==> src/rtl/hlsi_stream_fifo.sv <==
// -----------------------------------------------------------------------------
// hlsi_stream_fifo
//
// Elastic FIFO stage between two HLS kernels using the data/ready/enable
// stream interface. It isolates the producer from consumer stalls and the
// consumer from producer stalls, so it can be dropped into any inter-kernel
// link with no protocol change.
//
// Handshake semantics (both sides):
//   - A word moves across a side on a rising edge where that side's
//     "ready" (payload valid) and "enable" (accept) are both 1.
//   - push = f_readyL & f_enableL ; pop = f_readyR & f_enableR.
//   - f_enableL and f_readyR are functions of registered state only, so
//     there is no combinational path from f_readyL or f_enableR.
//   - The producer may change f_dataL/f_readyL freely while f_enableL = 0.
//
// Ports:
//   sys_clk    in   1      clock, all state changes on the rising edge
//   sys_rst_n  in   1      asynchronous reset, active low
//   f_dataL    in   WIDTH  upstream payload
//   f_readyL   in   1      upstream has a valid payload this cycle
//   f_enableL  out  1      FIFO accepts the upstream payload this cycle
//   f_dataR    out  WIDTH  head-of-FIFO payload (first-word-fall-through)
//   f_readyR   out  1      FIFO holds a valid payload for downstream
//   f_enableR  in   1      downstream accepts f_dataR this cycle
//   f_level    out  LW     current occupancy, 0..DEPTH
// -----------------------------------------------------------------------------
module hlsi_stream_fifo #(
   parameter int  WIDTH = 32,
   parameter int  DEPTH = 4,
   localparam int LW    = $clog2(DEPTH) + 1
) (
   input  logic             sys_clk,
   input  logic             sys_rst_n,
   input  logic [WIDTH-1:0] f_dataL,
   input  logic             f_readyL,
   output logic             f_enableL,
   output logic [WIDTH-1:0] f_dataR,
   output logic             f_readyR,
   input  logic             f_enableR,
   output logic [LW-1:0]    f_level
);

   localparam int AW = LW - 1;

   // Pointers carry one extra bit above the storage address: it toggles on
   // every wrap so that full and empty can be told apart.
   logic [LW-1:0]    wr_ptr_q, wr_ptr_d;
   logic [LW-1:0]    rd_ptr_q, rd_ptr_d;
   logic [WIDTH-1:0] mem_q [DEPTH];

   logic full;
   logic empty;
   logic push;
   logic pop;

   assign empty = (wr_ptr_q == rd_ptr_q);
   assign full  = (wr_ptr_q[AW-1:0] == rd_ptr_q[AW-1:0]) &&
                  (wr_ptr_q[LW-1]   != rd_ptr_q[LW-1]);

   assign f_enableL = ~full;
   assign f_readyR  = ~empty;

   assign push = f_readyL & f_enableL;
   assign pop  = f_readyR & f_enableR;

   // With a power-of-two depth the modular pointer difference is exactly
   // the occupancy, including the full case (difference == DEPTH).
   assign f_level = wr_ptr_q - rd_ptr_q;

   // Storage is unreset, so the head is masked while empty; this gives a
   // clean zero on f_dataR after reset and whenever nothing is held.
   assign f_dataR = empty ? '0 : mem_q[rd_ptr_q[AW-1:0]];

   always_comb begin
      wr_ptr_d = wr_ptr_q;
      rd_ptr_d = rd_ptr_q;
      if (push) wr_ptr_d = wr_ptr_q + 1'b1;
      if (pop)  rd_ptr_d = rd_ptr_q + 1'b1;
   end

   always_ff @(posedge sys_clk or negedge sys_rst_n) begin
      if (!sys_rst_n) begin
         wr_ptr_q <= '0;
         rd_ptr_q <= '0;
      end else begin
         wr_ptr_q <= wr_ptr_d;
         rd_ptr_q <= rd_ptr_d;
      end
   end

   always_ff @(posedge sys_clk) begin
      if (push) mem_q[wr_ptr_q[AW-1:0]] <= f_dataL;
   end

endmodule

==> config.mk <==
export PLATFORM = sky130hd
export DESIGN_NAME = hlsi_stream_fifo
export DESIGN_NICKNAME = d
export VERILOG_FILES = /design/src/rtl/hlsi_stream_fifo.sv
export SDC_FILE = /design/constraint.sdc
export NUM_CORES = 1
export LEC_CHECK = 0
export CAP_MARGIN = 20
export CORE_ASPECT_RATIO = 1.1
export CORE_MARGIN = 3
export CORE_UTILIZATION = 45
export CTS_CLUSTER_DIAMETER = 150
export DETAILED_ROUTE_END_ITERATION = 16
export PLACE_DENSITY_LB_ADDON = 0.08
export SLEW_MARGIN = 15
export SYNTH_ARGS = -nofsm -noshare
export SYNTH_HDL_FRONTEND = slang
export SYNTH_SLANG_ARGS = --single-unit
export TNS_END_PERCENT = 100
==> constraint.sdc <==
create_clock -name sys_clk -period 2.9 [get_ports sys_clk]
set_clock_uncertainty 0.2 [all_clocks]
set_input_delay 0.29 -clock sys_clk [delete_from_list [all_inputs] [get_ports sys_clk]]
set_output_delay 0.29 -clock sys_clk [all_outputs]
set_load 0.01 [all_outputs]
-- After elaboration in Yosys (flattened, before gate mapping)
Memories as Yosys holds them, arrays and structs flattened.
Cells that the tools add are included.
Widths: inputs -> output; s select.
- add/subtract/negate cells: 3
- equality and inequality tests: 3
- mux-type cells: 3
- bitwise gates (word level): 4
- reduce and logical (&&, ||, !) cells: 1
- operators with widths (operator ; number):
    $mux 32 ; 1
    $add 3x1->3 const B ; 2
    $eq 3x3->1 ; 1
    $sub 3x3->3 ; 1
    $and 1x1->1 ; 2
    $eq 2x2->1 ; 1
    $mux 1 ; 2
    $not 1->1 ; 2
    $logic_and 1x1->1 ; 1
    $ne 1x1->1 ; 1
- register bits: 6
- memory bits (writable): 128
- input port bits: 36
- output and inout port bits: 37
- logic and storage cells: 17
- memories kept: 1
- memories (memory ; words ; bits a word ; rd ports ; clocked after memory_dff ; wr ports ; RTL line ; source):
    mem_q ; 4 ; 32 ; 1 ; 0 ; 1 ; 50 ; logic [WIDTH-1:0] mem_q [DEPTH];

-- Depth between registers and ports, before layout
- depth after elaboration: 6
- mapped depth: 8

-- Worst setup path before layout
Ideal clock, no wire load.
- path kind: reg2reg
- start: reg rd_ptr_q[1]
- end: mem mem_q[0][0] (enable)
- arrival: 2.082 ns
- path slack: 0.226 ns
- cell stages (with the launch flop): 7
- path buffers: 2
- path through: dfrtp_1 buf_2 buf_2 inv_1 ha_1 nand3_2 and3_1
- cells in the longest elaborated chain, start to end: 6
- ends and longest elaborated chain (what ; RTL line ; source):
    start, declared ; 49 ; logic [LW-1:0] rd_ptr_q, rd_ptr_d;
    start signal, assigned ; 88 ; rd_ptr_q <= rd_ptr_d;
    $eq 2x2->1 ; 58 ; assign full = (wr_ptr_q[AW-1:0] == rd_ptr_q[AW-1:0]) &&
    $logic_and 1x1->1 ; 58 ;
    $not 1->1 ; 61 ; assign f_enableL = ~full;
    net f_enableL ; 37 ; output logic f_enableL,
    $and 1x1->1 ; 64 ; assign push = f_readyL & f_enableL;
    $mux 1 ; 93 ; if (push) mem_q[wr_ptr_q[AW-1:0]] <= f_dataL;
    $mux 1 (not written as such) ; 93 ;
    end, declared ; 50 ;
The timed path passes the listed nets, and every way through them passes these cells.

-- Worst setup path after layout
- start: reg rd_ptr_q[0]
- end: out f_dataR[1]
- cells in the longest elaborated chain, start to end: 2
- elaborated cells between the ends (all ways): 3
- those cells by class: eq/ne: 1; mux: 1; memory: 1
- ends and longest elaborated chain (what ; RTL line ; source):
    $mem_v2 4x32 / $eq 3x3->1 (equally long branches) ; -- ;
    $mux 32 * ; 73 ; assign f_dataR = empty ? '0 : mem_q[rd_ptr_q[AW-1:0]];
    end, declared ; 38 ; output logic [WIDTH-1:0] f_dataR,
Mark *: on every way between the ends. The rest lies on a longest branch, timed or not.

==> impl_metrics.json <==
{
  "status": "finished, final reports clean",
  "num_io_pins": 73,
  "worstPathArrival_ps": 2300,
  "drv_slew": 0,
  "p_leak_nw": 2.65,
  "path_class": "reg2out",
  "die-area_mm2": 0.0138,
  "clock_latency_ps": 410,
  "crit_path_max_fanout": 17,
  "io_buffer_count": 72,
  "antenna_cells": 0,
  "fin_cells": 523,
  "drive_gt1_share_pct": 35.5,
  "yosysTopAreaCellShare_pct": 68.8,
  "tightest_slew_ps": 379,
  "ys_warn_count": 0,
  "synth_compound_area_share_pct": 0.806,
  "syn_nets": 291,
  "finalCritPeriodShare_pct": 96.1,
  "syn_area_mm2": 0.00559,
  "die_y_um": 123,
  "vias": 2667,
  "vias_per_cell": 5.10,
  "rows": 42,
  "ys_async_sr_fraction_pct": 4.48,
  "grt_max_degree": 36,
  "grt_pass1_vias": 2878,
  "maxCapViolations": 0,
  "cts_buffer_depth": 2,
  "design_area_mm2": 0.00730,
  "num-fill-cells": 905,
  "dpl_worst_slack_ps": -110,
  "multi_input_area_mm2": 0.00146,
  "synth_area_leaders": "edfxtp_1 (69%), mux4_2 (12%), nor2b_4 (7.1%)",
  "power_mw": 9.16,
  "routabilityCongestion": 0.678,
  "end_kind": "output pin",
  "final_nets": 400,
  "vdd_drop_max_mv": 0.630,
  "cp_cell_sequence": "buf_12, mux4_1, and2b_1, clkdlybuf4s50_1",
  "syn_area_per_cell_um2": 22.6,
  "grt_usage_pct": 15.2,
  "clkSinkCount": 134,
  "combinationalPowerShare_pct": 47.7,
  "cts_buffers": 17,
  "synth_top_family_by_area": "multiplexers",
  "maxSlewHeadroom_pct": 74.7,
  "first_pass_iters": 4,
  "placed_area_mm2": 0.00656,
  "drt_iter0_markers": 103,
  "crit_buf_inv": 2,
  "pwr_density_cell_mw_per_mm2": 1250,
  "post_drt_wl_per_cell_um": 18.9,
  "clk_pin_slew_ps": 60,
  "core_area_mm2": 0.0121,
  "post-route-util_pct": 60.4,
  "fin_ws_ps": 113,
  "initial_core_util_pct": 46.2,
  "final-seq-area_mm2": 0.00400,
  "grt_pass1_wl_um": 15500,
  "critical_path.top_delay_family": "buffers and inverters",
  "swShare_pct": 30.0,
  "yosys.area_share.simple_pct": 8.46,
  "final_hold_viol_count": 0,
  "htreeDepth": 4,
  "slowest_delay_ps": 560,
  "p_int_mw": 6.41,
  "die_width_um": 112,
  "antenna_left": 0,
  "setup_viol": 0,
  "routed_wl_um": 9880,
  "synthCells": 247,
  "grt_setup_unrepaired": "false",
  "ys.flop_type": "edfxtp_1",
  "synthXorXnorAreaFrac_pct": 0.918,
  "switching_power_mw": 2.75,
  "areaGrowthSynthToFinish_pct": 30.7,
  "synth-edff-count": 128,
  "synthMuxAreaShare_pct": 13.8,
  "overflow": 0,
  "drc_errors": 0,
  "antenna_found_initial": 0,
  "yosys.cell_count.top_type": "edfxtp_1",
  "ys_ff_latch": 134,
  "yosysSeqAreaShare_pct": 71.5,
  "yosysTopAreaCell": "edfxtp_1",
  "finalCriticalPeriod_ps": 2790,
  "cts_root_buffer": "clkbuf_16",
  "dp_cells": 482,
  "fin_hold_ws_ps": 312,
  "clock_power_share_pct": 22.5,
  "synth_commonest_cells": "edfxtp_1 (128), mux4_2 (29), nor2b_4 (29)",
  "synth_fa_ha_area_share_pct": 1.93,
  "slowest_stage": "mux4_1",
  "power.share.sequential_pct": 29.8,
  "critPathLaunchType": "register",
  "tritoncts": "yes",
  "max_clock_freq_ghz": 0.359,
  "cp_data_required_time_ps": 2410,
  "dp_hpwl_um": 6030,
  "ys_types": 25,
  "hp-class": "in2reg",
  "setup_tns_ps": 0
}
## power groups by stage
stage,Sequential (mW),Combinational [mW],Clock [mW]
finish,2.73,4.37,2.06
global route,2.77,4.73,2.20
CTS,2.73,4.41,2.10
detailed placement,2.76,4.21,0
global placement,2.74,4.21,0
floorplan,2.76,2.54,0
## placed cells by master (no fill, tap or decap), types with 2 or more instances in the layout
cell type / netlist / final
and3_2: 0 / 4
dfrtp_2: 0 / 2
buf_12: 3 / 6
a21oi_1: 2 / 2
clkinv_4: 0 / 3
o21ai_2: 2 / 2
xnor2_1: 4 / 4
mux2_2: 2 / 2
dfrtp_1: 6 / 4
buf_6: 4 / 2
edfxtp_1: 128 / 128
bufinv_16: 0 / 2
dlymetal6s2s_1: 0 / 5
inv_1: 6 / 6
buf_4: 0 / 19
clkbuf_16: 0 / 18
mux4_1: 3 / 3
and2b_1: 2 / 2
clkdlybuf4s50_1: 0 / 67
mux4_2: 29 / 29
nor2b_4: 29 / 29
inv_6: 0 / 3
ha_1: 7 / 7
a31oi_1: 2 / 2
nand2_1: 3 / 2
clkinvlp_4: 0 / 4
## worst paths after layout
kind	from	end	slack (ps)	depth (start not counted)
worst max-delay path	rd_ptr_q[0]	f_dataR[1]	110	4
worst min-delay path	f_dataL[2]	mem_q[2][2]	310	1
worst max register to register	rd_ptr_q[0]	mem_q[3][14]	650	5
worst min register to register	wr_ptr_q[0]	wr_ptr_q[0]	380	2
max in group asynchronous	sys_rst_n	rd_ptr_q[1]	1790	2
min in group asynchronous	sys_rst_n	wr_ptr_q[2]	470	2
## cell families (layout without fill, tap and decap cells)
kind of cell | after synthesis | after routing
compound gates | 7 | 7
fa+ha+maj | 8 | 8
xor+xnor | 5 | 5
buf+inv | 17 | 139
flops | 134 | 134
simple gates | 41 | 41
mux | 35 | 35
## per-layer routing
| layer | global-route usage [%] | up-vias | share of wire, % | wire (um) |
|---|---|---|---|---|
| li1 | - | 1215 | - | - |
| met2 | 25.1 | 63 | 52 | 5130 |
| met1 | 19.3 | 1384 | 43 | 4280 |
| met3 | 4.29 | 5 | 3.8 | 380 |
| met5 | 0 | - | 0 | 0 |
| met4 | 5.86 | 0 | 0.86 | 85 |
## repair_timing
item                                    CTS  global route
pin swaps                                 1             1
hold endpoints to repair                  6             0
setup buffers                             6             1
resized for setup                         3             8
endpoints found under the setup margin   33            13
hold buffers                              1             0
cloned                                    0             1
## area by class of cell
class | count | area share, %
sequential | 134 | 54.7
clock buffer | 18 | 5.88
inverter | 6 | 0.308
timing repair buffer | 101 | 14.4
tap | 154 | 2.64
multi-input combinational | 96 | 20.0
clock inverter | 14 | 2.07
## state kept, by name, indices dropped and copies added, names as in the netlist
register	cells
mem_q	128
rd_ptr_q	3
wr_ptr_q	3
Power figures use the tool's default switching activity.
